### src/rtl/regfile_dump_reader.sv
// Register-file dump reader: walks a (possibly wrapping) range of register addresses,
// reads each entry through a borrowed read port, forwards a same-cycle write-back,
// and streams {address, value, last} over a valid/ready interface.
module regfile_dump_reader #(
  parameter int unsigned N      = 32,
  parameter int unsigned ADDR_W = 5
) (
  input  logic              clk,
  input  logic              rst,
  input  logic              start,
  input  logic              abort,
  input  logic [ADDR_W-1:0] first_reg,
  input  logic [ADDR_W-1:0] last_reg,
  output logic [ADDR_W-1:0] rd_addr,
  input  logic [N-1:0]      rd_data,
  input  logic              wb_regWrite,
  input  logic [ADDR_W-1:0] wb_rd,
  input  logic [N-1:0]      wb_writeData,
  output logic              out_valid,
  input  logic              out_ready,
  output logic [ADDR_W-1:0] out_addr,
  output logic [N-1:0]      out_data,
  output logic              out_last,
  output logic              busy,
  output logic              done
);

  typedef enum logic [1:0] {StIdle, StFetch, StSend, StDone} state_e;

  state_e              state_q, state_d;
  logic [ADDR_W-1:0]   cur_q, cur_d;
  logic [ADDR_W-1:0]   end_q, end_d;
  logic [ADDR_W-1:0]   rd_addr_q;
  logic [ADDR_W-1:0]   out_addr_q;
  logic [N-1:0]        out_data_q;
  logic                out_last_q;
  logic [N-1:0]        fetch_data;

  // Value captured in FETCH: r0 is hard zero, a write-back to cur in the same cycle wins.
  always_comb begin
    fetch_data = rd_data;
    if (cur_q == '0) begin
      fetch_data = '0;
    end else if (wb_regWrite && (wb_rd == cur_q)) begin
      fetch_data = wb_writeData;
    end
  end

  // Next-state logic; abort overrides every other transition.
  always_comb begin
    state_d = state_q;
    cur_d   = cur_q;
    end_d   = end_q;
    case (state_q)
      StIdle: begin
        if (start) begin
          cur_d   = first_reg;
          end_d   = last_reg;
          state_d = StFetch;
        end
      end
      StFetch: state_d = StSend;
      StSend: begin
        if (out_ready) begin
          if (cur_q == end_q) begin
            state_d = StDone;
          end else begin
            cur_d   = cur_q + 1'b1;  // wraps modulo 2**ADDR_W
            state_d = StFetch;
          end
        end
      end
      StDone:  state_d = StIdle;
      default: state_d = StIdle;
    endcase
    if (abort) begin
      state_d = StIdle;
    end
  end

  // State and beat registers; the beat is a snapshot taken only in FETCH.
  always_ff @(posedge clk) begin
    if (rst) begin
      state_q    <= StIdle;
      cur_q      <= '0;
      end_q      <= '0;
      rd_addr_q  <= '0;
      out_addr_q <= '0;
      out_data_q <= '0;
      out_last_q <= 1'b0;
    end else begin
      state_q <= state_d;
      cur_q   <= cur_d;
      end_q   <= end_d;
      if (state_q == StFetch) begin
        rd_addr_q  <= cur_q;
        out_addr_q <= cur_q;
        out_data_q <= fetch_data;
        out_last_q <= (cur_q == end_q);
      end
    end
  end

  // Read address tracks cur during FETCH and otherwise holds the last fetched address.
  always_comb begin
    rd_addr   = (state_q == StFetch) ? cur_q : rd_addr_q;
    out_valid = (state_q == StSend);
    out_addr  = out_addr_q;
    out_data  = out_data_q;
    out_last  = out_last_q;
    busy      = (state_q != StIdle);
    done      = (state_q == StDone);
  end

endmodule

### config.mk
export PLATFORM = sky130hd
export DESIGN_NAME = regfile_dump_reader
export DESIGN_NICKNAME = d
export VERILOG_FILES = /design/src/rtl/regfile_dump_reader.sv
export SDC_FILE = /design/constraint.sdc
export NUM_CORES = 1
export LEC_CHECK = 0
export BUFFER_PORTS_ARGS = -buffer_cell sky130_fd_sc_hd__buf_2
export CORE_ASPECT_RATIO = 0.5
export CORE_MARGIN = 5
export CORE_UTILIZATION = 35
export CTS_BUF_LIST = sky130_fd_sc_hd__clkbuf_4
export CTS_CLUSTER_DIAMETER = 40
export CTS_CLUSTER_SIZE = 40
export DETAILED_ROUTE_END_ITERATION = 6
export GPL_TIMING_DRIVEN = 0
export SLEW_MARGIN = 20
export SYNTH_ARGS = -nofsm -noshare
export SYNTH_HDL_FRONTEND = slang
export SYNTH_SLANG_ARGS = --single-unit
### constraint.sdc
create_clock -name clk -period 2 [get_ports clk]
set_input_delay 0.4 -clock clk [delete_from_list [all_inputs] [get_ports clk]]
set_output_delay 0.4 -clock clk [all_outputs]
set_load 0.05 [all_outputs]
# After elaboration in Yosys (flattened, before gate mapping)
# Index checks and enable logic that the tools add are counted.
# W data, S select, Z words.
[totals]
out_inout_bits = 46
word_cells = 36
ff_bits = 55
inputBits = 85
ram_bits = 0
rom_bits = 0
memories = 0
latchBits = 0
[classes]
n_addsub = 1
n_lt_le_gt_ge = 0
shifts = 0
bitwise = 0
n_eq_ne = 8
div = 0
mul = 0
n_reduce_logical = 9
mux = 11
[ops]
columns = ["operator", "count"]
rows = [
  ["$mux W32", 2],
  ["$mux W5", 4],
  ["$eq A5 B5 Y1", 2],
  ["$pmux W5 S2", 1],
  ["$pmux W2 S4", 1],
  ["$mux W2", 3],
  ["$add A5 B1 Y5 const B", 1],
  ["$logic_not A5 Y1", 1],
  ["$eq A2 B2 Y1 const B", 2],
  ["$ne A2 B2 Y1 const B", 2],
  ["$reduce_and A2 Y1", 2],
  ["$reduce_and A4 Y1", 1],
  ["$reduce_bool A2 Y1", 2],
  ["$eq A2 B1 Y1 const B", 1],
  ["$logic_not A2 Y1", 1],
  ["$ne A2 B1 Y1 const B", 1],
  ["$reduce_or A2 Y1", 1],
  ["$logic_and A1 B1 Y1", 1],
]

# Longest topological paths before layout
[depth]
depth_word = 4
depth_mapped = 8
ltp_nobuf = 6

# Worst setup path before layout
# No wires, ideal clock.
[synth_path]
path_kind = "register -> output"
start = "register state_q[1]"
end = "output rd_addr[0]"
path_slack_ps = 193
required_ps = 1600
n_path_buf = 2
path_stages_with_launch = 6
arrival_ps = 1407
cell_sequence = "dfxtp_1 > buf_2 > nand2b_1 > clkbuf_1 > nand2_1 > nand2_1"
[synth_between]
elab_chain_len = 2
[synth_rtl]
columns = ["item", "line_no", "text"]
rows = [
  ["start: declaration", "30", "state_e state_q, state_d;"],
  ["start signal: assignment", "84", "state_q <= StIdle;"],
  ["start signal: assignment", "92", "state_q <= state_d;"],
  ["$eq A2 B1 Y1", "106", "rd_addr = (state_q == StFetch) ? cur_q : rd_addr_q;"],
  ["$mux W5", "n/a", ""],
  ["end: declaration", "14", "output logic [ADDR_W-1:0] rd_addr,"],
]
# No other way between the ends.

# Final worst setup path
[layout_path]
start = "register state_q[0]"
end = "output out_valid"
[layout_between]
elab_chain_len = 1
[layout_rtl]
columns = ["item", "line_no", "text"]
rows = [
  ["$eq A2 B2 Y1", "107", "out_valid = (state_q == StSend);"],
  ["end: declaration", "19", "output logic out_valid,"],
]
# No other way between the ends.

==> results.yml <==
die:
  die_h_microns: 73.5
  start_util_pct: 35.6
  num_rows: 23
  die_area_sq_mm: 0.0101
  die_w_microns: 137
  coreArea_sq_mm: 0.00794
  pin_count: 131
critical_path:
  worstReg2RegStart: "cur_q[0]"
  startpoint_type: "register"
  crit_path_start: "state_q[0]"
  arrival_ns: 1.52
  cp-end-kind: "primary output"
  cpPeakStageDelay_ns: 0.33
  cp_max_fo: 10
  slowest_stage: "dfxtp_1"
  required_ns: 1.60
  path_cells: "buf_4, nand2b_1, buf_2, inv_1, clkbuf_4"
  path_class: "reg2out"
grt:
  grt_first_pass_wirelength_microns: 12800
  use_met1_pct: 20.5
  grt_pass1_vias: 2685
  busiest_layer: "met2"
  grt_max_degree: 19
  overflow: 0
  grt_use_met3_pct: 3.49
  use_met2_pct: 27.6
  antenna_found_initial: 0
  track_usage_pct: 16.0
pwr:
  power.leakage_uw: 0.00184
  power_frac_comb_pct: 22.6
  seqPwrFrac_pct: 53.5
  peakVddDrop_mv: 0.288
  p_int_uw: 1460
  power_frac_clock_pct: 23.9
  cellPowerDensity_mw_per_mm2: 571
  switching_power_uw: 704
  switching_share_pct: 32.5
logic_synthesis:
  yosysSeqAreaShare_pct: 39.0
  synth_edf_count: 0
  synth_xor_area_share_pct: 3.10
  post_synth_inst_count: 329
  synth_top_area_share_pct: 39.0
  synth_top_family_by_area: "simple AND/OR/NAND/NOR gates"
  ys_types: 41
  syn_area_sq_mm: 0.00283
  synth_ff_type: "dfxtp_1"
  async_flop_share_pct: 0
  synth_compound_area_share_pct: 20.2
  postSynthAreaPerCell_sq_um: 8.59
  synth_most_common_cell: "nand2_1"
  synthTopCellsByCount: "92 x nand2_1, 55 x dfxtp_1, 32 x nand4_1"
  synth_seq_cells: 55
  synth.net_count: 416
  synth_simple_gate_area_share_pct: 26.6
  muxShareOfSynthArea_pct: 2.88
  synthAdderAreaFrac_pct: 0.885
  synth_area_leader_cell: "dfxtp_1"
  yosys-top-cells-area: "dfxtp_1 39%, o211ai_2 13%, nand2_1 12%"
  ys_warn_count: 0
sta:
  slew_headroom_pct: 68.6
  setup-tns-final_ns: 0
  rsz0062_at_grt: "yes"
  min_period_ns: 1.92
  slew_violations: 0
  setup_viol: 0
  tightestPinTransition_ns: 0.459
  clock_skew_ns: 0.00299
  fmax_mhz: 521
  min_period_over_period_pct: 95.9
  whs_ns: 0.189
  hold_viol: 0
placed_design:
  port-buffer-count: 129
  dpl.hpwl_microns: 6270
  place.gp.congestion: 0.794
  place_area_sq_mm: 0.00361
  dp.cells: 570
run:
  timing.max_cap.violations: 0
outcome:
  status: "finished, final reports clean"
drt:
  wl_microns: 8200
  detail-route-antenna-nets: 0
  vias_per_cell: 4.81
  drc: 0
  firstDrtPassIters: 4
  wl_per_cell_microns: 14.1
  num_vias: 2804
  drt-initial-drc-count: 172
clock_network:
  htreeDepth: 2
  cts.sinks: 55
  cts_root_buffer: "clkbuf_4"
  clock_path_buffers: 2
  cts_tree: "built"
  cts_hold_buf: 0
  clock_latency_ns: 0.38
  cts_inserted_buffers: 5
  clkTransAtPathRegs_ns: 0.16
cells_and_area:
  syn_to_final_growth_pct: 34.1
  num-nets-final: 557
  postLayoutCellArea_sq_mm: 0.00379
  n_fill_cell: 836
  diodes: 0
  layout-drive-gt1-share_pct: 43.1
  fin_cells: 583
worst_hold_path:
  hold_class: "in2reg"
  hp-start: "abort"
worst paths after layout:
path                 endpoint  slack [ns]  cells after the start
setup / recovery    out_valid        0.08                      5
setup reg to reg  out_data[8]        0.15                      9
hold reg to reg   out_addr[2]        0.46                      2
hold / removal     state_q[0]        0.19                      2
layout by cell type, fill, tap and decap left out, types with 2 or more instances in the layout:
cell type	n
a2111oi_0	2
a211oi_1	2
a21oi_1	15
a32o_1	3
and3_1	2
buf_1	2
buf_2	135
buf_4	8
buf_6	6
buf_8	3
clkbuf_1	9
clkbuf_4	6
clkinvlp_4	2
dfxtp_1	54
ha_1	2
inv_1	6
mux2i_1	7
nand2_1	91
nand3_1	4
nand4_1	32
nor2_1	10
nor3_1	2
o211ai_1	2
o211ai_2	30
o21ai_0	2
or3_1	3
xnor2_1	4
xor2_1	6
registers in the layout (all words and copies together) (netlist names):
register,cells
out_data,32
out_last,1
out_addr,5
state_q,2
cur_q,5
end_q,5
rd_addr_q,5
area by class of cell:
type                       count  area, sq um  area share (%)
buffer                        32          205            5.41
multi-input combinational    236         1530            40.5
inverter                       6         22.5           0.594
timing repair buffer         134          726            19.1
clock inverter                 3         23.8           0.627
tap                          112          140            3.70
clock buffer                   5         37.5           0.990
sequential                    55         1100            29.1
routing by layer:
| layer | share of wire, % | up-vias |
|---|---|---|
| li1 | - | 1445 |
| met3 | 5.0 | 4 |
| met1 | 47 | 1283 |
| met5 | 0 | - |
| met4 | 0.50 | 0 |
| met2 | 48 | 72 |
timing repair:
action	CTS	global route
setup endpoints to repair	5	38
pin swaps	0	1
cloned	0	0
buffers inserted	3	2
gates resized for setup	16	6
power groups by stage:
stage               registers (uW)  logic (uW)  clock network (uW)
global route                  1160         533                 585
global placement              1180         471                   0
finish                        1160         490                 517
CTS                           1160         485                 551
detailed placement            1180         473                   0
floorplan                     1260         231                   0
stage by stage:
stage          power (uW)  util [%]  setup WS [ns]
2_1_floorplan        1490         -          0.193
3_3_place_gp         1650      45.5        -0.0571
3_5_place_dp         1650      45.5        -0.0503
4_1_cts              2190      47.2        0.00664
5_1_grt              2280      47.7       -0.00827
6_report             2160      47.7         0.0821
worst max-delay path: cells and delay by family (launching register included):
family                 cells  cell delay [ns]
buffers and inverters      4             0.68
flip-flops                 1             0.33
AND/OR/NAND/NOR            1             0.13
cell families (layout without fill, tap and decap cells):
group	after synthesis	in the layout
XOR/XNOR	10	10
flip-flops	55	55
buffers and inverters	38	180
AND/OR/NAND/NOR	156	156
AO/OA/AOI/OAI	60	60
adder cells (fa/ha/maj)	2	2
multiplexers	8	8
Note: power is estimated with default switching activity, not from simulation.
